<file path="src/rtl/mips_multicycle_ctrl.sv">
// rtl/mips_multicycle_ctrl.sv - Moore control FSM for the MIPS multicycle datapath
module mips_multicycle_ctrl (
   input  logic       clk,
   input  logic       reset,
   input  logic [5:0] op,
   input  logic       zero,
   input  logic       mem_ready,
   output logic       iord,
   output logic       alusrca,
   output logic       regdst,
   output logic       memtoreg,
   output logic       branch,
   output logic       irwrite,
   output logic       pcwrite,
   output logic       memwrite,
   output logic       regwrite,
   output logic       pcen,
   output logic [1:0] alusrcb,
   output logic [1:0] pcsrc,
   output logic [1:0] aluop,
   output logic [3:0] state,
   output logic       illegal
);

   localparam logic [5:0] OP_RTYPE = 6'b000000;
   localparam logic [5:0] OP_LW    = 6'b100011;
   localparam logic [5:0] OP_SW    = 6'b101011;
   localparam logic [5:0] OP_BEQ   = 6'b000100;
   localparam logic [5:0] OP_ADDI  = 6'b001000;
   localparam logic [5:0] OP_J     = 6'b000010;

   typedef enum logic [3:0] {
      FETCH   = 4'd0,
      DECODE  = 4'd1,
      MEMADR  = 4'd2,
      MEMRD   = 4'd3,
      MEMWB   = 4'd4,
      MEMWR   = 4'd5,
      RTYPEEX = 4'd6,
      RTYPEWB = 4'd7,
      BEQEX   = 4'd8,
      ADDIEX  = 4'd9,
      ADDIWB  = 4'd10,
      JEX     = 4'd11,
      TRAP    = 4'd12
   } state_t;

   state_t state_q;
   logic   illegal_q;
   logic   ir_w, pc_w, mem_w, reg_w;

   always_ff @(posedge clk or negedge reset) begin
      if (!reset) begin
         state_q   <= FETCH;
         illegal_q <= 1'b0;
      end else begin
         case (state_q)
            FETCH:   if (mem_ready) state_q <= DECODE;
            DECODE: begin
               case (op)
                  OP_LW, OP_SW: state_q <= MEMADR;
                  OP_RTYPE:     state_q <= RTYPEEX;
                  OP_BEQ:       state_q <= BEQEX;
                  OP_ADDI:      state_q <= ADDIEX;
                  OP_J:         state_q <= JEX;
                  default: begin
                     state_q   <= TRAP;
                     illegal_q <= 1'b1;
                  end
               endcase
            end
            MEMADR:  state_q <= (op == OP_SW) ? MEMWR : MEMRD;
            MEMRD:   if (mem_ready) state_q <= MEMWB;
            MEMWR:   if (mem_ready) state_q <= FETCH;
            RTYPEEX: state_q <= RTYPEWB;
            ADDIEX:  state_q <= ADDIWB;
            MEMWB, RTYPEWB, ADDIWB, BEQEX, JEX: state_q <= FETCH;
            TRAP:    state_q <= TRAP;
            default: state_q <= FETCH;
         endcase
      end
   end

   always_comb begin
      iord     = 1'b0;
      alusrca  = 1'b0;
      regdst   = 1'b0;
      memtoreg = 1'b0;
      branch   = 1'b0;
      ir_w     = 1'b0;
      pc_w     = 1'b0;
      mem_w    = 1'b0;
      reg_w    = 1'b0;
      alusrcb  = 2'b00;
      pcsrc    = 2'b00;
      aluop    = 2'b00;
      case (state_q)
         FETCH: begin
            alusrcb = 2'b01;
            ir_w    = mem_ready;
            pc_w    = mem_ready;
         end
         DECODE:  alusrcb = 2'b11;
         MEMADR: begin
            alusrca = 1'b1;
            alusrcb = 2'b10;
         end
         MEMRD:   iord = 1'b1;
         MEMWB: begin
            memtoreg = 1'b1;
            reg_w    = 1'b1;
         end
         MEMWR: begin
            iord  = 1'b1;
            mem_w = 1'b1;
         end
         RTYPEEX: begin
            alusrca = 1'b1;
            aluop   = 2'b10;
         end
         RTYPEWB: begin
            regdst = 1'b1;
            reg_w  = 1'b1;
         end
         BEQEX: begin
            alusrca = 1'b1;
            aluop   = 2'b01;
            pcsrc   = 2'b01;
            branch  = 1'b1;
         end
         ADDIEX: begin
            alusrca = 1'b1;
            alusrcb = 2'b10;
         end
         ADDIWB:  reg_w = 1'b1;
         JEX: begin
            pcsrc = 2'b10;
            pc_w  = 1'b1;
         end
         default: ;
      endcase
   end

   // Write enables are gated by reset so an aborted instruction never commits.
   assign irwrite  = ir_w  & reset;
   assign pcwrite  = pc_w  & reset;
   assign memwrite = mem_w & reset;
   assign regwrite = reg_w & reset;
   assign pcen     = (pc_w | (branch & zero)) & reset;
   assign state    = state_q;
   assign illegal  = illegal_q;

endmodule

</file>
<file path="config.mk">
export PLATFORM = sky130hd
export DESIGN_NAME = mips_multicycle_ctrl
export DESIGN_NICKNAME = d
export VERILOG_FILES = /design/src/rtl/mips_multicycle_ctrl.sv
export SDC_FILE = /design/constraint.sdc
export NUM_CORES = 1
export LEC_CHECK = 0
export ABC_AREA = 1
export CAP_MARGIN = 20
export CORE_MARGIN = 4
export CORE_UTILIZATION = 30
export CTS_BUF_LIST = sky130_fd_sc_hd__clkbuf_8
export DETAILED_ROUTE_END_ITERATION = 10
export HOLD_SLACK_MARGIN = 0.15
export MAX_ROUTING_LAYER = met4
export RECOVER_POWER = 50
export SYNTH_ARGS = -nofsm -noshare
export SYNTH_HDL_FRONTEND = slang
export SYNTH_SLANG_ARGS = --single-unit
</file>
<file path="constraint.sdc">
create_clock -name clk -period 2.2 [get_ports clk]
set_input_delay 0.66 -clock clk [delete_from_list [all_inputs] [get_ports clk]]
set_output_delay 0.66 -clock clk [all_outputs]
set_load 0.01 [all_outputs]
</file>
### After elaboration in Yosys (flattened, before gate mapping)

Cells that the tools add are included.

* register bits after elaboration: 5
* input bits: 10
* output and inout bits: 21
* word-level logic and storage cells: 58

* equality and inequality tests: 20
* mux-type cells: 18
* bitwise gates (word level): 8
* reduce and logical (&&, ||, !) cells: 10

Operators with widths (count)
* 4-bit one-hot mux with 8 select lines: 1
* 4-bit equality test, second input constant: 5
* 4-bit one-hot mux with 5 select lines: 1
* 4-bit by 3-bit equality test with 1-bit output, second input constant: 4
* 6-bit equality test, second input constant: 2
* 4-bit 2-to-1 mux: 3
* 4-bit by 2-bit equality test with 1-bit output, second input constant: 2
* 1-bit 2-to-1 mux: 8
* 2-bit one-hot mux with 2 select lines: 2
* 1-bit AND: 6
* 6-bit by 2-bit equality test with 1-bit output, second input constant: 1
* 6-bit by 3-bit equality test with 1-bit output, second input constant: 1
* 6-bit by 4-bit equality test with 1-bit output, second input constant: 1
* 6-bit zero test: 1
* 2-bit inequality test, second input constant: 3
* 2-bit one-hot mux with 3 select lines: 1
* 2-bit OR reduction: 3
* 6-bit OR reduction: 1
* 4-bit by 1-bit equality test with 1-bit output, second input constant: 1
* 4-bit zero test: 1
* 4-bit OR reduction: 1
* 3-bit 2-to-1 mux: 1
* 3-bit AND reduction: 1
* 3-bit OR reduction: 1
* other kinds (4): 4

### Longest topological paths before layout

Gate-level depths: netlist of the first run.

* depth in word-level cells: 5
* gate-level depth with buffers: 10
* depth with buffers taken out: 10

### Worst setup path before layout of the first run

No wires, ideal clock.

* path type: register to output
* from: reg state_q[2] (netlist: state[2])
* to: out pcen
* arrival time: 1.232 ns
* required time: 1.540 ns
* path slack: 0.308 ns
* cell stages (with the launch flop): 5
* path buffers: 0
* cell sequence: dfrtp_1 or2_4 nor2_4 nand2_1 a21oi_1

* longest elaborated chain between the ends: 5
* elaborated cells on any way between the ends: 8
* those cells by class: 2 x eq/ne; 2 x mux; 3 x bitwise; 1 x reduce/logical

RTL lines
* from (decl): RTL line 48 `state_t state_q;`
* from (signal assigned): RTL line 72 `MEMADR: state_q <= (op == OP_SW) ? MEMWR : MEMRD;`
* 4-bit equality test: RTL line 97 `case (state_q)`
* 1-bit 2-to-1 mux: RTL line 97
* named net branch: RTL line 12 `output logic branch,`
* 1-bit AND: RTL line 149 `assign pcen = (pc_w | (branch & zero)) & reset;`
* 1-bit OR: RTL line 149
* 1-bit AND: RTL line 149
* to (decl): RTL line 17 `output logic pcen,`

The timed path passes the listed nets, and every way through them passes these cells.

### Worst setup path in the final report of the first run

* from: reg state_q[3] (netlist: state[3])
* to: out pcen

* longest elaborated chain between the ends: 5
* elaborated cells on any way between the ends: 8
* those cells by class: 2 x eq/ne; 2 x mux; 3 x bitwise; 1 x reduce/logical

RTL lines (RTL line)
* 4-bit equality test: 97
* 1-bit 2-to-1 mux: 97
* 1-bit AND: 149
* 1-bit OR *: 149
* 1-bit AND *: 149

Every way passes the cells marked *; elsewhere a longest branch is shown, timed or not.

==> impl_summary.md, run 1 <==
Global route
Global routing consumed, over all layers together, 15.3% of the routing resources. The total congestion overflow is 0. Entering global routing, the biggest net connects 7 pins. The number of antenna violations at the first check in global routing is 0. The number of global-route vias before repair is 722. The first global-routing pass estimated 2990 µm of wire.

Worst setup path
The worst setup path is launched from a flop. The data required time at the worst endpoint is 1.54 ns. The signal on the critical path passes through inv_2 -> or2_4 -> buf_4 -> o22ai_1 -> inv_1 -> a21oi_2 -> buf_2.

The kind of capture point of the worst setup path is a primary output. The kind of critical path is reg -> out. For the worst setup path, the data arrival time is 1.49 ns.

The largest individual stage delay along the critical path comes from the cell sky130_fd_sc_hd__dfrtp_1. The dominant delay contributor by cell family on the critical path is buffers and inverters. For this run, the slowest stage of the critical path takes 0.37 ns. The largest driver fanout on the critical path is 4. Together, buffers and inverters on the worst path number 4.

Yosys
The post-synthesis async set-or-reset flop share is 100%. The synthesized area per cell is 5.57 µm². By area the synthesized netlist is led by sky130_fd_sc_hd__dfrtp_1 (21%), sky130_fd_sc_hd__nand2_1 (17%), sky130_fd_sc_hd__nor2_1 (14%). After synthesis, flip-flops and latches occupy 21.2% of the total area. The synthesized design devotes to its leading area cell type 21.2% of total area. The post-synthesis sequential element count is 5. The count of cell types in the netlist is 21. By count the netlist is led by sky130_fd_sc_hd__nand2_1 (27), sky130_fd_sc_hd__nor2_1 (22), sky130_fd_sc_hd__inv_1 (18). The number of standard cells after synthesis is 106.

The library cell with the largest summed area after synthesis is sky130_fd_sc_hd__dfrtp_1. The number of nets in the synthesized netlist is 116. The most common cell in the netlist is sky130_fd_sc_hd__nand2_1. The cell area after synthesis is 591 µm².

For this run, the number of Yosys warnings is 0. The number of enable-type register cells in the synthesized netlist is 0. For this run, the leading register cell type out of synthesis is sky130_fd_sc_hd__dfrtp_1.

Layout
The fraction of layout instances using a drive strength above 1 is 27.2%. The storage element area is 125 µm². The post-route cell area is 0.00107 mm². The area growth from synthesis to layout is 81.4%. The diode insertion count for antenna repair is 0. Summing all multi-input logic gate instances after layout gives 393 µm². Counting the fill cells in the layout gives 201.

In the final design database the tool counted 169 nets. Cells fill 59.4% of the core in the end.

Timing
The max-slew violation count was 0. The achievable frequency is 464 MHz. Setup violations remaining at the end of the flow were counted as 0.

The routed design could run at a clock period as short as 2.15 ns. The remaining max-slew budget at the tightest pin is 80.1%. The final hold violation count is 0. The pin slew with the least headroom to its limit is 0.297 ns. The worst clock skew on the final layout is 0.00432 ns. The final total negative setup slack is 0 ns.

The worst path uses 97.9% of the clock period. Across all hold checks on the routed design, the worst slack comes to 0.453 ns.

Power and ir drop
Sequential cells account for 13.0% of the total power. The share of total power dissipated in combinational logic is 72.5%. The peak ir drop on the vdd network is 0.000606 V. The proportion of power drawn by the clock network is 14.6%. The power density relative to cell area is 1090 mW/mm². The leakage dissipation is 0.613 nW. The internal portion of total power is 0.000651 W. The overall power of the completed layout is 0.00116 W. For this design the total switching power over the nets is 0.000512 W. Net switching is 44.0% of the power.

Drt
In the final routed layout, each cell accounts on average for 10.5 µm. The total vias in the final route is 812. The detailed-router iteration count before antenna repair is 4.

The number of DRC violations after detailed-routing iteration 0 is 14. The remaining number of nets flagged by the antenna check after routing is 0. The per-cell via count in the routed design is 4.44. After detailed routing, the number of remaining DRC violations is 0. The total wire length is 1920 µm.

Die
From bottom edge to top edge, the die measures 52.4 µm. The top-level I/O count is 31. The width of the die is 52.4 µm. The floorplan row count is 15. Once the floorplan was initialized, standard cells occupied 32.8% of the core. The die footprint is 0.00274 mm².

The area of the core is 0.00180 mm².

Clocking
The TritonCTS clock tree is yes. Clock tree synthesis selected as its root buffer the cell sky130_fd_sc_hd__clkbuf_8. The clock transition at the register clock pins on the worst setup and hold paths after CTS is 0.04 ns. The worst-skew pair later-pin latency is 0.23 ns.

The clock passes through at most 2 buffers. Clock tree synthesis inserted a total of 3 buffers. CTS saw 5 sinks. The H-tree level count is 1.

Placement
The number of buffers added on ports is 30. The placed instances occupy a cell area of 0.00102 mm². The detailed-placement wirelength estimate is 1580 µm. The placer congestion estimate is 0.862.

Status
The flow ran to the end, and the final reports show no timing, DRC or antenna violations.

Run
Across the run, the number of max-cap violations was 0.

Worst hold path
The kind of path behind the tightest hold check is reg -> reg.
## power groups by stage
stage / logic [W] / clock network (W) / registers [W]
5_1_grt: 0.000933 / 0.000183 / 0.000156
3_5_place_dp: 0.000845 / 0 / 0.000150
3_3_place_gp: 0.000841 / 0 / 0.000150
2_1_floorplan: 0.000377 / 0 / 0.000179
4_1_cts: 0.000826 / 0.000177 / 0.000148
6_report: 0.000843 / 0.000169 / 0.000151
## final timing paths
path,from,endpoint,slack (ns),cells after the start
worst max-delay path,state[3],pcen,0.05,7
worst min-delay path,illegal,illegal,0.45,2
worst max register to register,state[0],state[2],0.75,11
worst min register to register,illegal,illegal,0.45,2
max in group asynchronous,reset,illegal,1.25,3
min in group asynchronous,reset,state[2],0.73,3
## state kept, by name (all words and copies together) (netlist names)
name and cells:
state 4, illegal 1
## cell families (layout without fill, tap and decap cells)
| family | after synthesis | count (layout) | share of synthesized area [%] |
|---|---|---|---|
| buf+inv | 23 | 75 | 15.9 |
| simple gates | 69 | 69 | 54.2 |
| compound gates | 9 | 9 | 8.68 |
| flops | 5 | 5 | 21.2 |
## timing repair
action,CTS,global route
setup buffers,3,3
pin swaps,1,2
hold buffers,0,0
gates resized for setup,38,10
setup endpoints to repair,16,6
## cell type report
type | count | share of cell area, %
well taps | 25 | 2.92
inverters | 21 | 7.36
clock buffers | 3 | 3.86
flip-flops and latches | 5 | 11.7
clock inverters | 1 | 0.350
multi-input cells | 78 | 36.7
repair buffers | 50 | 37.1
## through the flow
stage                     worst slack [ns]  std cells
after floorplan                      0.308        106
after global placement              -0.552        174
after detailed placement            -0.573        174
after CTS                          -0.0539        181
after global routing               -0.0260        183
final                               0.0457        183
## tightest hold or removal path, delay by kind of cell, from the launching register on
family	cells	cell delay [ns]
AND/OR/NAND/NOR	1	0.05
buffers and inverters	1	0.04
flip-flops	1	0.33
## routing by layer
| layer | up-vias | wire length, µm | GRT usage (%) |
|---|---|---|---|
| met4 | 0 | 8 | 2.55 |
| met1 | 355 | 747 | 14.1 |
| met5 | - | 0 | - |
| met3 | 2 | 141 | 5.41 |
| met2 | 24 | 1020 | 30.0 |
| li1 | 431 | - | - |
## cell usage in the layout (no fill, tap or decap)
cell	netlist	routed
sky130_fd_sc_hd__nor2_4	3	4
sky130_fd_sc_hd__o22ai_1	2	2
sky130_fd_sc_hd__clkdlybuf4s50_1	0	8
sky130_fd_sc_hd__nand3_1	9	9
sky130_fd_sc_hd__buf_2	0	4
sky130_fd_sc_hd__nand2_2	1	2
sky130_fd_sc_hd__o2111ai_1	1	1
sky130_fd_sc_hd__a21oi_1	2	1
sky130_fd_sc_hd__clkinv_1	1	1
sky130_fd_sc_hd__buf_4	2	18
sky130_fd_sc_hd__a21oi_2	0	1
sky130_fd_sc_hd__clkbuf_2	0	2
sky130_fd_sc_hd__clkbuf_8	0	3
sky130_fd_sc_hd__clkdlybuf4s25_1	0	1
sky130_fd_sc_hd__dlygate4sd2_1	0	7
sky130_fd_sc_hd__dfrtp_1	5	5
sky130_fd_sc_hd__o21ai_0	3	4
sky130_fd_sc_hd__clkbuf_1	0	3
sky130_fd_sc_hd__inv_1	18	17
sky130_fd_sc_hd__nand4_1	2	2
sky130_fd_sc_hd__nand2_1	27	26
sky130_fd_sc_hd__or2_4	1	1
sky130_fd_sc_hd__inv_2	2	4
sky130_fd_sc_hd__clkdlybuf4s15_1	0	3
sky130_fd_sc_hd__nand2_4	1	1
sky130_fd_sc_hd__nand3b_1	1	1
sky130_fd_sc_hd__nor3_2	0	1
sky130_fd_sc_hd__nor2_1	22	20
sky130_fd_sc_hd__nor2_2	1	2
sky130_fd_sc_hd__dlygate4sd3_1	0	4
Power figures use the tool's default switching activity.
==> run 2, diff against run 1 <==
Settings changed: CTS_CLUSTER_SIZE set to 8.
==> results of run 2 <==
No change in the layout: final DEF, timing and power equal those of run 1.
==> run 3, diff against run 2 <==
Settings changed: GPL_TIMING_DRIVEN set to 0.
==> run 3 against run 2 <==
Against the previous run: power fell by 2.4%; first-iteration DRC count is 57% lower; routed wire length is 2.6% lower; non-clock buffer count is 9 lower; clock power down 4%; maximum frequency shrank 1.1%; combinational power is 5.2% lower; via count is 2.5% lower; register-to-register slack worse by 0.03 ns; global-route usage shrank 0.33 points; cell area is 3.5% lower; critical path depth unchanged.
==> impl_summary.md, run 3 (same netlist as run 1, synthesis figures left out) <==
Global route
The met2 layer usage reported by global route was 28.9% (was 30.0%). The highest-utilization routing layer at the global route stage is met2 (unchanged). The fraction of met3 tracks used by global routing is 5.41% (unchanged). The number of global-route vias before repair is 768 (was 722). The pin count of the biggest net entering global routing is 8 (was 7). The number of antenna violations at the first check in global routing is 0 (unchanged). The total congestion overflow is 0 (unchanged). The met1 track utilization from global routing is 13.7% (was 14.1%). The all-layer global routing usage came to 14.9% (was 15.3%). The wire length of the first global-routing pass came to 3040 µm (was 2990 µm).

Worst setup path
The library cell contributing the largest single delay on the critical path is sky130_fd_sc_hd__dfrtp_2 (was sky130_fd_sc_hd__dfrtp_1). The combined buffer and inverter count along the critical path is 3 (was 4). The data required time at the worst endpoint was 1.54 ns (about the same).

The category of the worst setup path launch point is a flop (unchanged). The critical path's largest stage delay was 0.44 ns (was 0.37 ns). The data arrival time of the worst path is 1.52 ns (was 1.49 ns). The kind of critical path is reg -> out (unchanged). The largest driver fanout on the critical path is 4 (unchanged). The kind of capture point of the worst setup path is a primary output (unchanged). Worst-path cell chain: buf_12 -> nor2_4 -> nand2_2 -> o22ai_2 -> inv_1 -> a21oi_2 -> buf_2 (was inv_2 -> or2_4 -> buf_4 -> o22ai_1 -> inv_1 -> a21oi_2 -> buf_2). The dominant delay contributor by cell family on the critical path is flip-flops (was buffers and inverters).

Power and ir drop
The leakage dissipation is 0.591 nW (was 0.613 nW). The peak ir drop on the vdd network came to 0.000555 V (was 0.000606 V). The power density relative to cell area is 1100 mW/mm² (was 1090 mW/mm²).

Timing
The total setup violations reported at the end of the flow is 0 (unchanged). The minimum setup slack in the final design is 0.0208 ns (was 0.0457 ns). The final hold violation count is 0 (unchanged).

Setup repair after global routing could not meet its margin everywhere. The remaining max-slew budget at the tightest pin is 79.0% (was 80.1%). The worst clock skew on the final layout is 0.000509 ns (was 0.00432 ns). The final critical-path share of the clock period is 99.1% (was 97.9%). The max-slew violation count was 0 (unchanged). The clock period minus worst slack is 2.18 ns (was 2.15 ns).

The achievable frequency is 459 MHz (was 464 MHz). The pin slew with the least headroom to its limit came to 0.314 ns (was 0.297 ns).

Worst hold path
The kind of path behind the tightest hold check was in -> async (was reg -> reg).

Drt
The detailed-router iteration count before antenna repair is 4 (unchanged). The per-cell via count in the routed design is 4.55 (was 4.44). The total wire length is 1870 µm (was 1920 µm). The routed wirelength normalized by instance count is 10.7 µm (was 10.5 µm). The remaining number of nets flagged by the antenna check after routing is 0 (unchanged). The residual DRC count is 0 (unchanged). The number of DRC violations after detailed-routing iteration 0 is 6 (was 14).

The total vias in the final route is 792 (was 812).

Clocking
The worst-skew pair later-pin latency was 0.22 ns (was 0.23 ns). The TritonCTS clock tree is yes (unchanged). The hold buffer count at cts was 0 (unchanged). The number of buffers created by CTS is 3 (unchanged). The cell at the root of the clock tree is sky130_fd_sc_hd__clkbuf_8 (unchanged). The clock transition at the register clock pins on the worst setup and hold paths after CTS is 0.03 ns (was 0.04 ns). The clock tree buffer depth is 2 (unchanged). The number of clock sinks is 5 (unchanged). The H-tree level count is 1 (unchanged).

Layout
Top library cells by usage in the layout, fill and taps aside: sky130_fd_sc_hd__nand2_1 (25), sky130_fd_sc_hd__nor2_1 (20), sky130_fd_sc_hd__inv_1 (17) (was sky130_fd_sc_hd__nand2_1 (26), sky130_fd_sc_hd__nor2_1 (20), sky130_fd_sc_hd__buf_4 (18)). The diode insertion count for antenna repair is 0 (unchanged). The post-route cell area is 0.00103 mm² (was 0.00107 mm²). The fraction of layout instances using a drive strength above 1 was 28.2% (was 27.2%). The number of flip-flops under the largest register name is 4 (unchanged).

The layout net count is 160 (was 169). The commonest non-fill, non-tap cell in the layout is sky130_fd_sc_hd__nand2_1 (unchanged). The area growth from synthesis to layout is 75.0% (was 81.4%).

Die
The area of the core is 0.00180 mm² (unchanged). The top-level I/O count is 31 (unchanged). The starting density of the core is 32.8% (unchanged). The width of the die is 52.4 µm (unchanged). The die extent in y was 52.4 µm (unchanged).

The floorplan row count is 15 (unchanged). The die footprint is 0.00274 mm² (unchanged).

Placement
The worst setup slack before clock tree synthesis is -0.691 ns (was -0.573 ns). The placer congestion estimate is 0.838 (was 0.862). The detailed-placement wirelength estimate is 1440 µm (was 1580 µm). The number of buffers added on ports is 30 (unchanged). The instance area at placement is 922 µm² (was 0.00102 mm²).

Status
Result of the run: complete, no violations (unchanged).

Run
The count of max-cap constraint violations is 0 (unchanged).
==> run 3: cell types whose count changed in the layout (fill, tap and decap cells not counted), sizes merged <==
cell,previous run,this run
dlygate4sd2,7,9
buf,22,16
clkdlybuf4s15,3,1
clkdlybuf4s25,1,0
clkbuf,8,6
==> run 3: timing repair <==
item	CTS	global route
resized for setup	36	17
pin swaps	2	3
endpoints found under the setup margin	16	7
buffers inserted	8	1
==> run 3: metrics by stage <==
stage | TNS, ns | hold WS, ns | power [W] | instances | utilization [%]
after floorplan | 0 | 0.364 | 0.000556 | 106 | -
after global placement | -3.16 | 0.447 | 0.000863 | 161 | 51.2
after detailed placement | -3.19 | 0.453 | 0.000867 | 161 | 51.2
after CTS | -0.0682 | 0.245 | 0.00111 | 173 | 57.0
after global routing | -0.103 | 0.241 | 0.00123 | 174 | 57.4
final | 0 | 0.246 | 0.00114 | 174 | 57.4
==> run 3: routing by layer <==
metal	up-vias	wire length, µm
met3	4	145
met5	-	0
met1	346	717
li1	414	-
met2	28	982
met4	0	24
==> run 3: path summary, 6_finish.rpt <==
check,start,end,slack [ns],cells past startpoint
worst max register to register,state[2],state[2],0.72,11
worst max-delay path,state[2],pcen,0.02,7
max in group asynchronous,reset,state[3],1.82,1
worst min register to register,illegal,illegal,0.45,2
min in group clk,illegal,illegal,0.45,2
worst min-delay path,reset,state[0],0.25,1
==> run 3: power by group <==
group          internal, W  leakage (nW)  total (W)  switching, W
combinational     0.000380         0.508   0.000799      0.000420
sequential        0.000127        0.0565   0.000174     0.0000469
clock             0.000119        0.0269   0.000162     0.0000427
total             0.000626         0.591    0.00114      0.000509
==> run 3: final cells by class <==
| class | count | area [µm²] |
|---|---|---|
| clock inverters | 1 | 3.75 |
| plain buffers | 2 | 15.0 |
| repair buffers | 39 | 338 |
| multi-input cells | 78 | 397 |
| fillers | 200 | 768 |
| inverters | 21 | 78.8 |
| flip-flops and latches | 5 | 129 |
| well taps | 25 | 31.3 |
| clock buffers | 3 | 41.3 |
